--- src/rtl/neuron_mac_sequencer.sv ---
// Single-neuron weight-fetch / multiply-accumulate stage: walks N_INPUTS ROM weights, adds a bias word, hands off the result.
// Define NEURON_RELU_EN to clamp negative pre-activations to zero in the bias step.

`default_nettype none

module neuron_mac_sequencer #(
    parameter int N_INPUTS  = 8,
    parameter int ACC_WIDTH = 20
) (
    input  logic                        clk,
    input  logic                        rst_n,
    input  logic                        start,
    input  logic [7:0]                  base_addr,
    output logic                        busy,
    output logic [7:0]                  rom_address,
    output logic                        rom_enable,
    input  logic [7:0]                  rom_data,
    output logic [7:0]                  in_index,
    input  logic [7:0]                  in_data,
    output logic signed [ACC_WIDTH-1:0] result,
    output logic                        result_valid,
    input  logic                        result_ready
);

    typedef enum logic [1:0] {
        S_IDLE,
        S_FETCH,
        S_BIAS,
        S_DONE
    } state_t;

    localparam logic [7:0] LAST_IDX = 8'(N_INPUTS - 1);
    localparam logic [7:0] BIAS_OFS = 8'(N_INPUTS);

    state_t r_state;
    state_t w_next_state;

    logic [7:0]                  r_base;
    logic [7:0]                  r_cnt;
    logic signed [ACC_WIDTH-1:0] r_acc;
    logic [7:0]                  r_rom_address;
    logic                        r_rom_enable;
    logic [7:0]                  r_in_index;
    logic signed [ACC_WIDTH-1:0] r_result;
    logic                        r_result_valid;

    logic                        w_last;
    logic                        w_load;
    logic                        w_accumulate;
    logic                        w_step;
    logic                        w_finish_fetch;
    logic                        w_bias;
    logic                        w_release;
    logic signed [15:0]          w_product;
    logic signed [ACC_WIDTH-1:0] w_product_ext;
    logic signed [ACC_WIDTH-1:0] w_bias_ext;
    logic signed [ACC_WIDTH-1:0] w_mac_sum;
    logic signed [ACC_WIDTH-1:0] w_bias_sum;
    logic signed [ACC_WIDTH-1:0] w_result_nxt;

    assign w_last = (r_cnt == LAST_IDX);

    // Both operands are 8-bit signed, so the full 16-bit product never overflows.
    assign w_product     = $signed(rom_data) * $signed(in_data);
    assign w_product_ext = {{(ACC_WIDTH-16){w_product[15]}}, w_product};
    assign w_bias_ext    = {{(ACC_WIDTH-8){rom_data[7]}}, rom_data};
    assign w_mac_sum     = r_acc + w_product_ext;
    assign w_bias_sum    = r_acc + w_bias_ext;

`ifdef NEURON_RELU_EN
    assign w_result_nxt = w_bias_sum[ACC_WIDTH-1] ? '0 : w_bias_sum;
`else
    assign w_result_nxt = w_bias_sum;
`endif

    // NOTE: sequential state uses non-blocking (<=) so every flop samples pre-edge values regardless of block order.
    always_ff @(posedge clk or negedge rst_n) begin
        if (!rst_n) begin
            r_state <= S_IDLE;
        end else begin
            r_state <= w_next_state;
        end
    end

    // NOTE: every always_comb output is given a default first so no path can infer a latch.
    always_comb begin
        w_next_state = r_state;
        case (r_state)
            S_IDLE:  if (start)        w_next_state = S_FETCH;
            S_FETCH: if (w_last)       w_next_state = S_BIAS;
            S_BIAS:                    w_next_state = S_DONE;
            S_DONE:  if (result_ready) w_next_state = S_IDLE;
            default:                   w_next_state = S_IDLE;
        endcase
    end

    always_comb begin
        busy           = 1'b1;
        w_load         = 1'b0;
        w_accumulate   = 1'b0;
        w_step         = 1'b0;
        w_finish_fetch = 1'b0;
        w_bias         = 1'b0;
        w_release      = 1'b0;
        case (r_state)
            S_IDLE: begin
                busy   = 1'b0;
                w_load = start;
            end
            S_FETCH: begin
                w_accumulate   = 1'b1;
                w_step         = !w_last;
                w_finish_fetch = w_last;
            end
            S_BIAS: begin
                w_bias = 1'b1;
            end
            S_DONE: begin
                w_release = result_ready;
            end
            default: begin
                busy = 1'b0;
            end
        endcase
    end

    // NOTE: the whole datapath is reset so an aborted neuron can never leak a partial sum or stale valid.
    always_ff @(posedge clk or negedge rst_n) begin
        if (!rst_n) begin
            r_base         <= '0;
            r_cnt          <= '0;
            r_acc          <= '0;
            r_rom_address  <= '0;
            r_rom_enable   <= 1'b0;
            r_in_index     <= '0;
            r_result       <= '0;
            r_result_valid <= 1'b0;
        end else begin
            if (w_load) begin
                r_base        <= base_addr;
                r_rom_address <= base_addr;
                r_rom_enable  <= 1'b1;
                r_in_index    <= '0;
                r_acc         <= '0;
                r_cnt         <= '0;
            end
            if (w_accumulate) begin
                r_acc <= w_mac_sum;
            end
            if (w_step) begin
                r_cnt         <= r_cnt + 8'd1;
                r_in_index    <= r_in_index + 8'd1;
                r_rom_address <= r_rom_address + 8'd1;
            end
            // Bias sits one past the last weight; 8-bit add wraps modulo 256.
            if (w_finish_fetch) begin
                r_rom_address <= r_base + BIAS_OFS;
            end
            if (w_bias) begin
                r_result       <= w_result_nxt;
                r_result_valid <= 1'b1;
                r_rom_enable   <= 1'b0;
            end
            if (w_release) begin
                r_result_valid <= 1'b0;
            end
        end
    end

    assign rom_address  = r_rom_address;
    assign rom_enable   = r_rom_enable;
    assign in_index     = r_in_index;
    assign result       = r_result;
    assign result_valid = r_result_valid;

endmodule

`default_nettype wire

--- config.mk ---
export PLATFORM = sky130hd
export DESIGN_NAME = neuron_mac_sequencer
export DESIGN_NICKNAME = d
export VERILOG_FILES = /design/src/rtl/neuron_mac_sequencer.sv
export SDC_FILE = /design/constraint.sdc
export NUM_CORES = 1
export LEC_CHECK = 0
export BUFFER_PORTS_ARGS = -buffer_cell sky130_fd_sc_hd__clkbuf_2
export CAP_MARGIN = 15
export CORE_MARGIN = 2
export CORE_UTILIZATION = 25
export CTS_CLUSTER_DIAMETER = 30
export DETAILED_ROUTE_END_ITERATION = 6
export SLEW_MARGIN = 20
export SYNTH_ARGS = -nofsm -noshare
export SYNTH_HDL_FRONTEND = slang
export SYNTH_SLANG_ARGS = --single-unit
--- constraint.sdc ---
create_clock -name clk -period 4.5 [get_ports clk]
set_clock_uncertainty 0.2 [all_clocks]
set_input_delay 0.45 -clock clk [delete_from_list [all_inputs] [get_ports clk]]
set_output_delay 0.45 -clock clk [all_outputs]
set_load 0.02 [all_outputs]
Yosys cells after proc, flatten, opt, wreduce, memory -nomap -nowiden
Index checks and enable logic that the tools add are counted.
{ "classes": {"eq_ne": 7, "mux": 23, "shift": 0, "n_mul": 1, "n_bitwise": 0, "div": 0, "addsub": 6, "magnitude_cmp": 0, "reduce_logical": 8} }
{ "ops": {"columns": ["operator", "count"], "rows": [
  ["$mux W8", 6],
  ["$mux W20", 2],
  ["$add A8 B1 Y8 const B", 3],
  ["$add A20 B16 Y20", 1],
  ["$add A20 B8 Y20", 1],
  ["$mul A8 B8 Y16", 1],
  ["$mux W1", 11],
  ["$add A8 B4 Y8 const B", 1],
  ["$eq A8 B3 Y1 const B", 1],
  ["$pmux W2 S4", 1],
  ["$reduce_bool A2 Y1", 4],
  ["$mux W2", 3],
  ["$ne A2 B2 Y1 const B", 3],
  ["$eq A2 B2 Y1 const B", 2],
  ["$reduce_and A3 Y1", 1],
  ["$reduce_bool A3 Y1", 1],
  ["$eq A2 B1 Y1 const B", 1],
  ["$logic_not A2 Y1", 1],
  ["$logic_not A1 Y1", 1]
]} }
{ "totals": {"mem_bits_ro": 0, "elab_cells": 54, "inputBits": 28, "regBits": 76, "mem_count": 0, "mem_bits_rw": 0, "latch_bits": 0, "out_inout_bits": 39} }

Logic depth before layout (Yosys ltp)
{ "depth": {"depth_word": 5, "mapped_depth": 21, "mapped_depth_nobuf": 20} }

Worst setup path after synthesis
OpenSTA, ideal clock, no wires.
{ "synth_path": {"path_type": "input port to flip-flop", "start": "input port rom_data[7]", "end": "register r_acc[14]", "stages": 17, "setup_slack_ns": -1.108, "setup_ns": 0.121, "n_path_buf": 1, "arrival_time_ns": 5.287, "required_ns": 4.179, "cell_sequence": "clkbuf_1 -> and2_1 -> inv_1 -> fa_1 -> inv_1 -> fa_1 -> fa_1 -> fa_1 -> fa_1 -> ha_1 -> o21a_1 -> o31a_1 -> a21oi_1 -> inv_1 -> a41o_1 -> xor2_1 -> a22o_1"} }
{ "synth_between": {"elab_chain_cells": 3} }
{ "synth_rtl": {"columns": ["item", "line", "rtl"], "rows": [
  ["from (decl)", "17", "input logic [7:0] rom_data,"],
  ["$mul A8 B8 Y16", "64", "assign w_product = $signed(rom_data) * $signed(in_data);"],
  ["$add A20 B16 Y20", "67", "assign w_mac_sum = r_acc + w_product_ext;"],
  ["$mux W20", "147", "if (w_accumulate) begin"],
  ["to (signal assigned)", "148", "r_acc <= w_mac_sum;"],
  ["to (decl)", "40", "logic signed [ACC_WIDTH-1:0] r_acc;"]
]} }
Every way passes these cells.
A chain may end at the register's enable or synchronous reset.

Worst setup path in the final report
{ "layout_path": {"start": "input port in_data[0]", "end": "register r_acc[14]"} }
{ "layout_between": {"elab_chain_cells": 3} }
{ "layout_rtl": {"columns": ["item", "line", "rtl"], "rows": [
  ["from (decl)", "19", "input logic [7:0] in_data,"],
  ["$mul A8 B8 Y16", "64", null],
  ["$add A20 B16 Y20", "67", null],
  ["$mux W20", "147", null]
]} }
Every way passes these cells.

==> flow_metrics.env <==
export IMPL_cts_tree="built"
export IMPL_dr_pass1_iters=5
export IMPL_cts_path_max_buffers=2
export IMPL_grt_pass1_vias=6331
export IMPL_startpoint_type="primary input"
export IMPL_synth_area_top_cells="dfrtp_1 24%, fa_1 23%, ha_1 12%"
export IMPL_cts_sinks=76
export IMPL_violations="setup timing"
export IMPL_antenna_left=0
export IMPL_drive_gt1_share_pct=27.7
export IMPL_critPathBufInv=4
export IMPL_cp_required_ps=4530
export IMPL_synth_ff_type="dfrtp_1"
export IMPL_cp_slowest_stage_delay_ps=580
export IMPL_die_area_um2=32700
export IMPL_crit_fanout=6
export IMPL_slowest_stage="fa_1"
export IMPL_yosys_warnings=0
export IMPL_critPathKind="primary input to flip-flop"
export IMPL_via_per_inst=4.43
export IMPL_setup_tns_ps=-1700
export IMPL_grt_pass1_wl_mm=31.4
export IMPL_routed_wl_mm=18.2
export IMPL_htreeDepth=3
export IMPL_cap_violations=0
export IMPL_synth_distinct_cells=53
export IMPL_crit_top_cell="fa_1"
export IMPL_rows=64
export IMPL_synth_top_cell_by_area="dfrtp_1"
export IMPL_crit_path_end_kind="flip-flop"
export IMPL_grt_ovfl_total=0
export IMPL_grt_antenna_before_repair=0
export IMPL_die_h_um=181
export IMPL_cts_buffers=9
export IMPL_final_common_cell="inv_1"
export IMPL_rsz0062_at_grt="yes"
export IMPL_die_w_um=181
export IMPL_gp_congestion=0.791
export IMPL_finalCriticalPeriod_ps=4780
export IMPL_tightest_slew_ps=1060
export IMPL_netlist_instances=824
export IMPL_relSlewSlack_pct=29.3
export IMPL_syn_num_nets=1015
export IMPL_grt_max_degree=77
export IMPL_setup_slack_ps=-284
export IMPL_hold_violations=0
export IMPL_drc=0
export IMPL_worstPathArrival_ps=4820
export IMPL_syn_area_per_cell_um2=9.49
export IMPL_final_cell_mix="111 x inv_1, 91 x buf_4, 79 x fa_1, 76 x nand2_1, 76 x dfrtp_1"
export IMPL_nets=1169
export IMPL_clk_pin_slew_ps=60
export IMPL_crit_family="adder cells"
export IMPL_cts_root_buffer="clkbuf_16"
export IMPL_insertion_delay_ps=350
export IMPL_syn_area_um2=7820
export IMPL_yosysSeqAreaShare_pct=24.3
export IMPL_max_clock_freq_ghz=0.209
export IMPL_path_cells="clkbuf_16 -> and2_4 -> inv_2 -> fa_1 -> inv_2 -> fa_1 -> fa_1 -> fa_1 -> fa_2 -> ha_4 -> o21a_1 -> o31a_1 -> a21oi_2 -> inv_1 -> a41o_1 -> xor2_1 -> a22o_1"
export IMPL_report_final_setup_viol=9
export IMPL_ys_ff_latch=76
export IMPL_syn_to_final_growth_pct=29.6
export IMPL_wl_per_cell_um=13.2
export IMPL_hpwlAfterDp_mm=14.4
export IMPL_fp_coreArea_um2=30700
export IMPL_hp_class="primary input to flip-flop"
export IMPL_yosysTopAreaCellShare_pct=24.3
export IMPL_synth_edf_count=0
export IMPL_final_max_slew_viol_count=0
export IMPL_io_pins=67
export IMPL_drt_iter0_markers=199
export IMPL_port_buffer_count=66
export IMPL_dr_total_vias=6108
export IMPL_n_antenna_cell=0
export IMPL_fin_crit_sh_pct=106
export IMPL_place_ws_ps=-710
export IMPL_async_flop_share_pct=100
export IMPL_start_util_pct=25.5
export IMPL_grtUsageTotal_pct=11.7
export IMPL_status="finished, violations left"
metrics by stage:
step / cells / utilization [%] / cell area (µm²) / hold WS (ps)
CTS: 1371 / 32.3 / 9900 / 71.4
global route: 1379 / 33.0 / 10100 / 79.5
detailed placement: 1345 / 30.2 / 9260 / 272
floorplan: 824 / - / 7910 / -45.6
finish: 1379 / 33.0 / 10100 / 90.8
global placement: 1345 / 30.2 / 9260 / 258
routing by layer:
| layer | up-vias | GRT usage [%] | wire length, µm |
|---|---|---|---|
| met4 | 0 | 2.74 | 204 |
| li1 | 3028 | - | - |
| met5 | - | 0 | 0 |
| met3 | 13 | 2.54 | 605 |
| met1 | 2986 | 15.9 | 8660 |
| met2 | 81 | 19.1 | 8690 |
cell families after synthesis:
| group | synth area share [%] |
|---|---|
| flops | 24.3 |
| buf+inv | 7.15 |
| compound gates | 13.2 |
| fa+ha+maj | 34.6 |
| simple gates | 12.6 |
| xor+xnor | 4.70 |
| mux | 3.49 |
cell type report:
type | instances | area (µm²)
fill | 3140 | 20500
clock buffer | 11 | 243
multi-input combinational | 600 | 5710
timing repair buffer | 168 | 1230
tap | 396 | 495
clock inverter | 5 | 85.1
sequential | 76 | 1900
inverter | 123 | 467
timing repair:
action / in CTS / in global routing
setup endpoints to repair: 10 / 11
pin swaps: 48 / 55
gates cloned: 0 / 0
setup buffers: 10 / 9
hold endpoints to repair: 0 / 16
resized for setup: 56 / 34
hold buffers: 0 / 1
cells in the mapped netlist, drive strengths merged, types with 8 or more instances:
cell,n
and2,35
inv,122
nand2,81
a21o,13
xnor2,30
nand4,8
a21oi,44
o21ai,58
fa,89
xor2,12
and3,8
mux2,18
nor2,29
clkbuf,21
ha,74
nand3,25
dfrtp,76
state kept, by name, summed over array words and instances, names as in the netlist:
register,count
in_index,8
r_acc,20
r_base,8
r_cnt,8
r_state,2
result,20
result_valid,1
rom_address,8
rom_enable,1
final timing paths:
path / startpoint / end / slack (ps) / depth (start not counted)
min in group asynchronous: rst_n / r_base[7] / 500 / 2
worst min register to register: r_base[1] / r_base[1] / 290 / 1
worst max-delay path: in_data[0] / r_acc[14] / -280 / 17
max in group asynchronous: rst_n / r_acc[2] / 3100 / 2
worst min-delay path: result_ready / result_valid / 90 / 2
worst max register to register: r_acc[6] / r_acc[14] / -220 / 18
Power is not shown: default switching activity piles up to over one toggle a cycle in this logic, so the estimate is an artifact.
